==> src/rtl/op_buf_pkg.sv <==
// Shared constants and types for the memory-mapped output buffer.
package op_buf_pkg;

  localparam logic [5:0] LEDR_OFF   = 6'h00;
  localparam logic [5:0] LEDG_OFF   = 6'h10;
  localparam logic [5:0] HEX_LO_OFF = 6'h20;
  localparam logic [5:0] HEX_HI_OFF = 6'h24;
  localparam logic [5:0] LCD_OFF    = 6'h30;

  localparam int WINDOW_BYTES = 64;

  typedef enum logic [1:0] {
    SZ_BYTE = 2'b00,
    SZ_HALF = 2'b01,
    SZ_WORD = 2'b10
  } size_e;

  function automatic logic [3:0] word_idx(input logic [5:0] off);
    return off[5:2];
  endfunction

endpackage

==> src/rtl/op_buf_byte_en.sv <==
// Store lane decode: byte enables, lane-replicated write data and misalign flag.
module op_buf_byte_en
  import op_buf_pkg::*;
(
  input  logic        req,
  input  logic [1:0]  size,
  input  logic [1:0]  addr_lo,
  input  logic [31:0] st_data,
  output logic [3:0]  byte_en,
  output logic [31:0] wdata,
  output logic        misalign
);

  always_comb begin
    byte_en  = 4'b0000;
    misalign = 1'b0;
    wdata    = st_data;
    case (size)
      SZ_BYTE: begin
        byte_en = 4'b0001 << addr_lo;
        wdata   = {4{st_data[7:0]}};
      end
      SZ_HALF: begin
        wdata = {2{st_data[15:0]}};
        if (addr_lo[0]) misalign = 1'b1;
        else            byte_en  = addr_lo[1] ? 4'b1100 : 4'b0011;
      end
      SZ_WORD: begin
        if (addr_lo != 2'b00) misalign = 1'b1;
        else                  byte_en  = 4'b1111;
      end
      default: ;
    endcase
    // Nothing is flagged or written unless this block is actually targeted.
    if (!req) begin
      byte_en  = 4'b0000;
      misalign = 1'b0;
    end
  end

endmodule

==> src/rtl/output_buffer.sv <==
// Output peripheral register window: LEDs, 7-segment digits and LCD,
// with combinational read-back for the single-cycle LSU.
module output_buffer
  import op_buf_pkg::*;
#(
  parameter logic [15:0] BASE_ADDR  = 16'h7000,
  parameter logic [5:0]  LCD_OFFSET = LCD_OFF
) (
  input  logic        i_clk,
  input  logic        i_reset,
  input  logic        i_en_op_buf,
  input  logic [15:0] i_lsu_addr,
  input  logic        i_lsu_wren,
  input  logic [1:0]  i_lsu_size,
  input  logic [31:0] i_st_data,
  output logic [31:0] o_ld_data,
  output logic        o_misalign,
  output logic [31:0] o_io_ledr,
  output logic [31:0] o_io_ledg,
  output logic [6:0]  o_io_hex0,
  output logic [6:0]  o_io_hex1,
  output logic [6:0]  o_io_hex2,
  output logic [6:0]  o_io_hex3,
  output logic [6:0]  o_io_hex4,
  output logic [6:0]  o_io_hex5,
  output logic [6:0]  o_io_hex6,
  output logic [6:0]  o_io_hex7,
  output logic [31:0] o_io_lcd,
  output logic        o_lcd_strobe
);

  logic [5:0]  off;
  logic [3:0]  word;
  logic [3:0]  be;
  logic [31:0] wdata;
  logic [31:0] ledr, ledg, hex_lo, hex_hi, lcd;
  logic        lcd_strobe;

  // BASE_ADDR is 64-byte aligned, so the offset is just the low address bits.
  assign off  = 6'(i_lsu_addr - BASE_ADDR);
  assign word = word_idx(off);

  op_buf_byte_en u_byte_en (
    .req      (i_en_op_buf & i_lsu_wren),
    .size     (i_lsu_size),
    .addr_lo  (off[1:0]),
    .st_data  (i_st_data),
    .byte_en  (be),
    .wdata    (wdata),
    .misalign (o_misalign)
  );

  always_ff @(posedge i_clk or posedge i_reset) begin
    if (i_reset) begin
      ledr       <= '0;
      ledg       <= '0;
      hex_lo     <= '0;
      hex_hi     <= '0;
      lcd        <= '0;
      lcd_strobe <= 1'b0;
    end else begin
      for (int b = 0; b < 4; b++) begin
        if (be[b]) begin
          if (word == word_idx(LEDR_OFF))   ledr[8*b +: 8]   <= wdata[8*b +: 8];
          if (word == word_idx(LEDG_OFF))   ledg[8*b +: 8]   <= wdata[8*b +: 8];
          if (word == word_idx(HEX_LO_OFF)) hex_lo[8*b +: 8] <= wdata[8*b +: 8];
          if (word == word_idx(HEX_HI_OFF)) hex_hi[8*b +: 8] <= wdata[8*b +: 8];
          if (word == word_idx(LCD_OFFSET)) lcd[8*b +: 8]    <= wdata[8*b +: 8];
        end
      end
      lcd_strobe <= (word == word_idx(LCD_OFFSET)) && (be != 4'b0000);
    end
  end

  always_comb begin
    o_ld_data = '0;
    if (i_en_op_buf) begin
      if      (word == word_idx(LEDR_OFF))   o_ld_data = ledr;
      else if (word == word_idx(LEDG_OFF))   o_ld_data = ledg;
      else if (word == word_idx(HEX_LO_OFF)) o_ld_data = hex_lo;
      else if (word == word_idx(HEX_HI_OFF)) o_ld_data = hex_hi;
      else if (word == word_idx(LCD_OFFSET)) o_ld_data = lcd;
    end
  end

  assign o_io_ledr    = ledr;
  assign o_io_ledg    = ledg;
  assign o_io_lcd     = lcd;
  assign o_lcd_strobe = lcd_strobe;
  assign o_io_hex0    = hex_lo[6:0];
  assign o_io_hex1    = hex_lo[14:8];
  assign o_io_hex2    = hex_lo[22:16];
  assign o_io_hex3    = hex_lo[30:24];
  assign o_io_hex4    = hex_hi[6:0];
  assign o_io_hex5    = hex_hi[14:8];
  assign o_io_hex6    = hex_hi[22:16];
  assign o_io_hex7    = hex_hi[30:24];

endmodule
==> config.mk <==
export PLATFORM = sky130hd
export DESIGN_NAME = output_buffer
export DESIGN_NICKNAME = d
export VERILOG_FILES = /design/src/rtl/op_buf_pkg.sv /design/src/rtl/op_buf_byte_en.sv /design/src/rtl/output_buffer.sv
export SDC_FILE = /design/constraint.sdc
export NUM_CORES = 1
export LEC_CHECK = 0
export BUFFER_PORTS_ARGS = -buffer_cell sky130_fd_sc_hd__buf_2
export CORE_MARGIN = 1
export CORE_UTILIZATION = 48
export DETAILED_ROUTE_END_ITERATION = 10
export PLACE_DENSITY = 0.79
export SKIP_LAST_GASP = 1
export SLEW_MARGIN = 15
export SYNTH_ARGS = -nofsm -noshare
export SYNTH_HDL_FRONTEND = slang
export SYNTH_HIERARCHICAL = 1
export SYNTH_SLANG_ARGS = --single-unit
==> constraint.sdc <==
create_clock -name i_clk -period 4.4 [get_ports i_clk]
set_input_delay 0.22 -clock i_clk [delete_from_list [all_inputs] [get_ports i_clk]]
set_output_delay 0.22 -clock i_clk [all_outputs]
set_load 0.02 [all_outputs]
==> run_results.csv, run 1 <==
group,metric,value,unit
status,outcome,"finished clean",
synthesis,synth_sequential_area_ratio,46.3,%
global_route,remaining_global_route_overflow,0,
sta,relSlewSlack,24.5,%
floorplan,floorplan.initialDensity,49.8,%
critical_path,cpMaxStageDelayCell,"a2111oi_2",
placed_design,dp_worst_setup_slack,1.13,ns
sta,report.final.slew_viol_count,0,
sta,worst_setup_slack_final,1.51,ns
cells_and_area,multiInputGateArea,0.00386,mm2
synthesis,synthFlopType,"dfrtp_1",
placed_design,hpwl,16800,um
synthesis,synth.largest_area_cell,"dfrtp_1",
clocking,number_of_setup_buffers_added_after_cts,0,
synthesis,ys_ff_latch,161,
global_route,grt_max_degree,162,
pwr,total_leakage_power,5.45,nW
pwr,power_density,381,mW/mm2
routing,via_count,6869,
flow_run,maxCapViolCount,0,
critical_path,worst-setup-path-type,"primary input to register",
clocking,tritoncts,"built",
placed_design,globalplace.congestion,0.820,
cells_and_area,syn2layout_area_growth,17.1,%
clocking,cts_htree_levels,4,
clocking,cts_buffers,17,
cells_and_area,finalNetCount,1039,
floorplan,fp.dieArea,0.0187,mm2
sta,hold_violations,0,
critical_path,reg2reg_slack,3.57,ns
routing,routedWlPerCell,20.6,um
global_route,grt_antenna_before_repair,10,
routing,detail_route.iter0.violations,379,
synthesis,syn_nets,891,
synthesis,synth-edff-count,0,
critical_path,cp_data_arrival_time,3.19,ns
global_route,met1_usage,34.8,%
clocking,clkLatencyLatePin,0.42,ns
sta,layout_min_cycle_time,2.89,ns
synthesis,mapped_area,0.00870,mm2
sta,worst_slew_pin_slew,1.13,ns
critical_path,crit_path_max_cell_delay,0.75,ns
global_route,global_route.peak_usage_layer,"met2",
critical_path,critical_path.reg2reg.endpoint,"o_io_ledr[13]$_DFFE_PP0P_",
global_route,grtUsageMet2,45.7,%
clocking,clkTransAtPathRegs,0.06,ns
critical_path,cp_max_fanout,22,
global_route,gr-usage-met3,8.11,%
floorplan,coreArea,0.0175,mm2
critical_path,startpoint,"i_lsu_size[1]",
routing,routed_wire_length,25100,um
synthesis,yosys-top-cells-area,"dfrtp_1 (46%), mux2_2 (17%), o21ai_0 (7.5%), buf_4 (5.9%), mux2_4 (5.5%)",
critical_path,startpoint_kind_of_the_worst_setup_timing_path,"primary input",
critical_path,cp-endpoint,"o_io_ledr[13]$_DFFE_PP0P_",
sta,rsz_0062_raised_after_global_routing,"false",
critical_path,worst_r2r_startpoint,"o_io_ledr[13]$_DFFE_PP0P_",
placed_design,place.port_buffers,229,
pwr,power.ir.vdd_worst,237,uV
synthesis,yosysTopAreaCellShare,46.3,%
cells_and_area,register_area,0.00403,mm2
clocking,cts-hold-fix-buffers,0,
critical_path,worstSetupEndpointType,"register",
cells_and_area,cell_area_after_layout,0.0102,mm2
clocking,cts.path.max_buffers,2,
synthesis,synth_warnings,6,
global_route,grt_first_pass_wirelength,38000,um
synthesis,synth_common_cells,"dfrtp_1 (161), mux2_2 (132), o21ai_0 (131), buf_4 (68), nand2_1 (64)",
global_route,track_usage,27.8,%
synthesis,synth.avg_cell_area,10.5,um2
sta,finalSetupViolCount,0,
clocking,post_cts_resize_count,0,
placed_design,placement.cell_area,0.00956,mm2
critical_path,worstRegToRegCells,1,
floorplan,floorplan.die.width,137,um
clocking,cts.root.buffer_cell,"clkbuf_16",
sta,clock.fmax,346,MHz
sta,worst_clock_skew,0,ns
cells_and_area,layout.filler_cells,1513,
synthesis,number_of_instances_in_the_synthesized_netlist,832,
routing,final_ant_viol_nets,0,
routing,route.detailed.vias_per_inst,5.63,
synthesis,async_flop_share,100,%
cells_and_area,final_layout_size_suffix_gt1_share,46.4,%
critical_path,required,4.70,ns
routing,drt_first_pass_iters,5,
critical_path,list_of_cells_traversed_by_the_critical_path,"buf_2 > inv_1 > ha_1 > inv_2 > a2111oi_2 > nand3_1 > mux2_2",
floorplan,overall_die_height,137,um
sta,finalCritPeriodShare,65.6,%
routing,drc,0,
floorplan,core.rowCount,48,
global_route,number_of_global_route_vias_before_repair,6706,
sta,holdWs,0.0203,ns
min_path,min_path_type,"primary input to asynchronous set/reset pin",
clocking,cts_sinks,161,
floorplan,design.portCount,240,
synthesis,yosys.cell_count.top_type,"dfrtp_1",
sta,tns,0,ns
synthesis,synth.lib_cells_used.distinct,33,
[area by class of cell]
| cell class | count | area share [%] |
|---|---|---|
| antenna | 3 | 0.0736 |
| clock buffer | 19 | 4.44 |
| clock inverter | 13 | 1.78 |
| inverter | 38 | 1.44 |
| multi-input combinational | 522 | 37.8 |
| sequential | 161 | 39.5 |
| tap | 225 | 2.76 |
| timing repair buffer | 240 | 12.2 |
[per-stage QoR]
stage | power [mW] | util (%) | instances
detailed placement | 2.31 | 54.7 | 1186
global route | 4.02 | 58.3 | 1218
finish | 3.88 | 58.3 | 1221
global placement | 2.29 | 54.7 | 1186
floorplan | 2.13 | - | 832
CTS | 3.90 | 58.3 | 1218
[state kept, by name, summed over array words and instances (netlist names)]
signal	count
hex_hi	32
hex_lo	32
o_io_lcd	32
o_io_ledg	32
o_io_ledr	32
o_lcd_strobe	1
[kinds of logic (layout without fill, tap and decap cells)]
family / count (synthesis) / after routing / share of synthesized area (%)
AOI/OAI and AO/OA: 186 / 186 / 11.5
and+or+nand+nor: 166 / 166 / 9.27
other: 0 / 3 / 0
adders and majority gates: 5 / 5 / 0.719
buffers and inverters: 149 / 310 / 9.54
muxes: 165 / 165 / 22.7
DFF: 161 / 161 / 46.3
[per-layer routing]
| layer | share of wire [%] | routed length, um | vias up |
|---|---|---|---|
| met4 | 1.7 | 424 | 10 |
| met1 | 41 | 10400 | 3395 |
| li1 | - | - | 3128 |
| met5 | 0.21 | 53 | - |
| met2 | 48 | 12100 | 294 |
| met3 | 8.6 | 2160 | 42 |
[critical path: cells and delay by family]
family	cells	cell delay [ns]
AO/OA/AOI/OAI	1	0.75
adder cells (fa/ha/maj)	1	0.74
buffers and inverters	3	0.44
multiplexers	1	0.45
AND/OR/NAND/NOR	1	0.57
[cell usage in the layout, fill, tap and decap left out, types with 4 or more instances in the layout]
master     instances
nor2_1            36
nand2_1           64
nand2_4            4
nor2_2             5
buf_2            229
clkinv_2           4
dfrtp_1          161
buf_4             10
bufinv_16          4
nand3_1           34
a22o_1             8
o21ai_0          131
mux2_2           132
nand3_2           10
mux2_4            32
inv_1             36
clkbuf_16         17
a22oi_1            8
a21oi_1           34
ha_1               5
[worst min-delay path by stage]
stage	endpoint	slack, ns	depth (start not counted)
after floorplan	o_lcd_strobe$_DFF_PP0_	0.29	1
after global placement	hex_lo[7]$_DFFE_PP0P_	0.49	1
after detailed placement	hex_lo[7]$_DFFE_PP0P_	0.49	1
after CTS	o_lcd_strobe$_DFF_PP0_	0.07	2
after global routing	o_lcd_strobe$_DFF_PP0_	0.09	2
final	o_io_lcd[20]$_DFFE_PP0P_	0.02	3
[report_power, final]
group          leakage (nW)  switching [mW]  internal (mW)
Clock                 0.310           0.618          0.981
Sequential             2.21          0.0799           1.58
Combinational          2.93           0.397          0.224
Total                  5.45            1.10           2.79
Power figures use the tool's default switching activity.
==> inputs of run 2 (changes only) <==
- clock period: 4.4 -> 2.3 ns (I/O delays scaled with it)
==> run 2 against run 1 <==
  * Non-clock buffer count up 23
  * Hold slack improved by 0.11 ns
  * Clock power rose by 66%
  * Clock-buffer cell count up 2
  * Worst setup slack worse by 1.4 ns
  * Die area stayed put
  * Total power increased by 82%
  * Cell area is 1.3% higher
  * Final cell count rose by 1.9%
  * Combinational power is 96% higher
  * Critical path type is now primary input to output port
  * Highest routed layer unchanged
==> run_results.csv, run 2 (synthesis results as in run 1) <==
group,metric,value,unit
status,outcome,"finished clean",
sta,tns,0,ns
cells_and_area,layout.filler_cells,1492,
sta,worst_setup_slack_final,0.104,ns
floorplan,floorplan.die.width,137,um
clocking,cts_buffers,17,
sta,relSlewSlack,59.9,%
clocking,cts.root.buffer_cell,"clkbuf_16",
critical_path,startpoint_kind_of_the_worst_setup_timing_path,"primary input",
sta,hold_violations,0,
sta,worst_clock_skew,0,ns
clocking,clkLatencyLatePin,0.41,ns
sta,finalSetupViolCount,0,
min_path,min_path_type,"primary input to register",
floorplan,overall_die_height,137,um
routing,drc,0,
clocking,number_of_setup_buffers_added_after_cts,0,
routing,drt_first_pass_iters,5,
routing,routed_wire_length,25200,um
critical_path,worstSetupEndpointType,"output port",
placed_design,placement.cell_area,0.00974,mm2
routing,routedWlPerCell,20.3,um
global_route,grt_max_degree,72,
pwr,power.ir.vdd_worst,453,uV
cells_and_area,most-common-layout-cells,"buf_2 (229), dfrtp_1 (161), mux2_2 (132)",
floorplan,coreArea,0.0175,mm2
global_route,grt_first_pass_wirelength,38100,um
clocking,cts_sinks,161,
cells_and_area,layout_commonest_cell,"buf_2",
placed_design,dp_worst_setup_slack,0.118,ns
pwr,total_leakage_power,5.53,nW
cells_and_area,final_layout_size_suffix_gt1_share,47.3,%
sta,rsz_0062_raised_after_global_routing,"false",
placed_design,globalplace.congestion,0.886,
routing,final_ant_viol_nets,0,
clocking,tritoncts,"built",
critical_path,cp_data_arrival_time,2.08,ns
floorplan,core.rowCount,48,
sta,report.final.slew_viol_count,0,
routing,route.detailed.vias_per_inst,5.64,
global_route,remaining_global_route_overflow,0,
sta,finalCritPeriodShare,95.5,%
global_route,track_usage,27.8,%
floorplan,fp.dieArea,0.0187,mm2
floorplan,floorplan.initialDensity,49.8,%
cells_and_area,finalNetCount,1062,
sta,clock.fmax,455,MHz
pwr,power_density,683,mW/mm2
placed_design,hpwl,17900,um
sta,layout_min_cycle_time,2.20,ns
routing,via_count,7021,
sta,worst_slew_pin_slew,0.600,ns
placed_design,place.port_buffers,229,
critical_path,worst-setup-path-type,"primary input to output port",
global_route,number_of_global_route_vias_before_repair,6719,
clocking,cts.path.max_buffers,2,
floorplan,design.portCount,240,
flow_run,maxCapViolCount,0,
clocking,cts_htree_levels,4,
critical_path,cp_max_fanout,17,
clocking,clkTransAtPathRegs,0.06,ns
routing,detail_route.iter0.violations,431,
critical_path,required,2.18,ns
cells_and_area,cell_area_after_layout,0.0103,mm2
global_route,grt_antenna_before_repair,7,
cells_and_area,syn2layout_area_growth,18.6,%
[run 2: stage by stage]
stage | total power, mW | hold slack, ns | cells | util [%]
final | 7.05 | 0.126 | 1244 | 59.1
after global routing | 7.33 | 0.110 | 1241 | 59.0
after CTS | 7.10 | 0.112 | 1240 | 59.0
after detailed placement | 4.44 | 0.223 | 1207 | 55.7
after global placement | 4.40 | 0.211 | 1207 | 55.7
after floorplan | 4.07 | 0.188 | 832 | -
[run 2: worst max-delay path, cell delays in order]
cell and delay (ns):
dlygate4sd3_1 0.55, buf_2 0.18, nor2b_4 0.48, buf_4 0.30
nand3_1 0.10, a21oi_1 0.16, buf_2 0.19
[run 2: metal layers]
metal  track usage, %  vias up  part of all wire, %
met5                0        -                 0.12
met1             35.4     3510                   42
met4             8.77        6                  1.6
met2             45.1      302                   48
li1                 -     3173                    -
met3             8.59       30                  7.9
[run 2: final cells by class]
cell class	instances	area, um2	area share (%)
multi-input cells	522	3860	37.4
flip-flops and latches	161	4030	39.0
clock buffers	21	470	4.56
clock inverters	10	86.3	0.836
diodes	4	10.0	0.0969
well taps	225	282	2.73
repair buffers	263	1440	14.0
inverters	38	146	1.42
[run 2: path summary, 6_finish.rpt]
kind                                          start                         to  slack, ns  depth (start not counted)
setup / recovery                      i_lsu_addr[3]              o_ld_data[30]       0.10                          7
hold / removal                         i_st_data[5]      hex_hi[5]$_DFFE_PP0P_       0.13                          2
setup reg to reg           o_io_lcd[12]$_DFFE_PP0P_   o_io_lcd[12]$_DFFE_PP0P_       1.49                          1
hold reg to reg               hex_lo[7]$_DFFE_PP0P_      hex_lo[7]$_DFFE_PP0P_       0.51                          1
max in group asynchronous                   i_reset      hex_lo[5]$_DFFE_PP0P_       1.20                          4
min in group asynchronous                   i_reset  o_io_ledg[20]$_DFFE_PP0P_       0.31                          3
[run 2: timing repair]
item | in CTS | in global routing
hold endpoints to repair | 25 | 0
gates resized for setup | 0 | 0
hold buffers | 2 | 0
[run 2: power breakdown]
group / switching (mW) / internal [mW]
Combinational: 0.767 / 0.450
Clock: 1.09 / 1.56
Sequential: 0.153 / 3.03
Total: 2.01 / 5.04
==> inputs of run 3 (changes only) <==
- PLACE_DENSITY: 0.79 -> 0.77
==> run 3 against run 2 <==
  * First-iteration DRC count decreased by 2.1%
  * Die area unchanged
  * Highest routed layer unchanged
  * Clock power increased by 2%
  * Clock skew unchanged
  * Sequential share of layout area about the same
  * Flip-flop and latch count unchanged
  * Critical path depth unchanged
  * Clock-buffer cell count increased by 3
  * Total power increased by 0.81%
==> run_results.csv, run 3 (synthesis results as in run 1) <==
group,metric,value,unit
sta,report.final.slew_viol_count,0,
pwr,clock_power_share,38.2,%
global_route,track_usage,27.7,%
routing,routedWlPerCell,20.2,um
critical_path,cp_common_cell,"buf_2",
clocking,clkTransAtPathRegs,0.06,ns
critical_path,cpMaxStageDelayCell,"dlygate4sd3_1",
sta,clock.fmax,468,MHz
critical_path,worstRegToRegCells,1,
critical_path,critical_path.n_buffers_inverters,4,
critical_path,path_depth,7,
routing,route.detailed.vias_per_inst,5.59,
cells_and_area,final_util,59.1,%
critical_path,crit_path_max_cell_delay,0.56,ns
sta,rsz_0062_raised_after_global_routing,"false",
routing,drc,0,
critical_path,worstSetupEndpointType,"output port",
critical_path,cp_data_arrival_time,2.02,ns
cells_and_area,syn2layout_area_growth,18.7,%
floorplan,floorplan.die.width,137,um
routing,via_count,6956,
sta,worst_clock_skew,0,ns
floorplan,coreArea,0.0175,mm2
routing,drt_first_pass_iters,4,
critical_path,reg2reg_slack,1.48,ns
critical_path,cp-endpoint,"o_ld_data[21]",
routing,detail_route.iter0.violations,422,
critical_path,worst_r2r_startpoint,"o_io_lcd[10]$_DFFE_PP0P_",
floorplan,overall_die_height,137,um
floorplan,design.portCount,240,
critical_path,startpoint,"i_lsu_addr[3]",
critical_path,worst-setup-path-type,"primary input to output port",
sta,hold_violations,0,
clocking,cts.root.buffer_cell,"clkbuf_16",
floorplan,floorplan.initialDensity,49.8,%
cells_and_area,most-common-layout-cells,"buf_2 (229), dfrtp_1 (161), mux2_2 (132)",
pwr,total_leakage_power,5.53,nW
clocking,tritoncts,"built",
routing,routed_wire_length,25100,um
critical_path,list_of_cells_traversed_by_the_critical_path,"dlygate4sd3_1 > buf_2 > nor3_2 > buf_4 > o21ai_0 > a21oi_1 > buf_2",
global_route,remaining_global_route_overflow,0,
pwr,power.ir.vdd_worst,599,uV
critical_path,cp_max_fanout,24,
placed_design,place.port_buffers,229,
pwr,seq_power_share,44.7,%
cells_and_area,layout_commonest_cell,"buf_2",
cells_and_area,final_layout_size_suffix_gt1_share,47.1,%
sta,worst_slew_pin_slew,0.504,ns
sta,finalSetupViolCount,0,
floorplan,fp.dieArea,0.0187,mm2
floorplan,core.rowCount,48,
pwr,power.share.combinational,17.1,%
pwr,power.switching,2.03,mW
sta,tns,0,ns
cells_and_area,layoutNonFillerInstCount,1244,
global_route,grt_first_pass_wirelength,37800,um
sta,relSlewSlack,66.4,%
critical_path,crit_family,"buffers and inverters",
status,outcome,"finished clean",
clocking,cts_buffers,17,
global_route,number_of_global_route_vias_before_repair,6628,
pwr,power_density,688,mW/mm2
cells_and_area,finalNetCount,1061,
pwr,intPower,5.08,mW
sta,finalCritPeriodShare,92.9,%
critical_path,critical_path.reg2reg.endpoint,"o_io_lcd[10]$_DFFE_PP0P_",
placed_design,placement.cell_area,0.00972,mm2
placed_design,hpwl,17600,um
cells_and_area,cell_area_after_layout,0.0103,mm2
clocking,cts_htree_levels,4,
global_route,grt_max_degree,100,
flow_run,maxCapViolCount,0,
clocking,clkLatencyLatePin,0.42,ns
routing,final_ant_viol_nets,0,
sta,holdWs,0.120,ns
placed_design,globalplace.congestion,0.840,
clocking,cts.path.max_buffers,2,
critical_path,required,2.18,ns
pwr,p_sw_share,28.5,%
min_path,min_path_type,"primary input to register",
global_route,grt_antenna_before_repair,7,
critical_path,startpoint_kind_of_the_worst_setup_timing_path,"primary input",
placed_design,placedCellCount,1204,
sta,layout_min_cycle_time,2.14,ns
clocking,cts_sinks,161,
==> run 3: layout make-up <==
| cell class | count | area, um2 |
|---|---|---|
| Clock inverter | 8 | 78.8 |
| Sequential cell | 161 | 4030 |
| Timing Repair Buffer | 262 | 1440 |
| Multi-Input combinational cell | 522 | 3860 |
| Fill cell | 1511 | 7140 |
| Inverter | 38 | 146 |
| Antenna cell | 4 | 10.0 |
| Clock buffer | 24 | 492 |
| Tap cell | 225 | 282 |
==> run 3: how the worst min path moves through the flow <==
stage,from,end,slack (ns),cells past startpoint
2_1_floorplan,i_lsu_addr[3],o_lcd_strobe$_DFF_PP0_,0.19,1
3_3_place_gp,i_reset,hex_hi[19]$_DFFE_PP0P_,0.15,2
3_5_place_dp,i_reset,o_io_ledg[19]$_DFFE_PP0P_,0.16,2
4_1_cts,i_st_data[7],hex_hi[7]$_DFFE_PP0P_,0.1,2
5_1_grt,i_st_data[7],o_io_ledr[7]$_DFFE_PP0P_,0.11,2
6_report,i_st_data[7],hex_hi[7]$_DFFE_PP0P_,0.12,2
==> run 3: what timing repair did <==
action | 4_1_cts | 5_1_grt
resized for setup | 0 | 1
setup buffers | 0 | 2
endpoints found under the setup margin | 0 | 6
hold endpoints to repair | 17 | 0
hold buffers | 2 | 0
==> run 3: through the flow <==
stage / worst slack [ns] / total power [mW]
3_5_place_dp: 0.136 / 4.43
3_3_place_gp: 0.150 / 4.40
4_1_cts: 0.0307 / 7.15
5_1_grt: 0.124 / 7.41
6_report: 0.164 / 7.11
2_1_floorplan: 0.142 / 4.07
==> run 3: metal layers <==
layer / global-route usage, % / wire, um / part of all wire, %
met5: 0 / 27 / 0.11
met4: 9.07 / 515 / 2.1
met3: 7.37 / 2010 / 8.0
met2: 44.6 / 11800 / 47
met1: 36.1 / 10700 / 43
==> run 3: power by group through the flow <==
stage               sequential, mW  clock (mW)  combinational, mW
floorplan                     3.33           0              0.737
global placement              3.22           0               1.18
detailed placement            3.23           0               1.21
CTS                           3.18        2.76               1.22
global route                  3.20        2.90               1.31
finish                        3.18        2.71               1.21
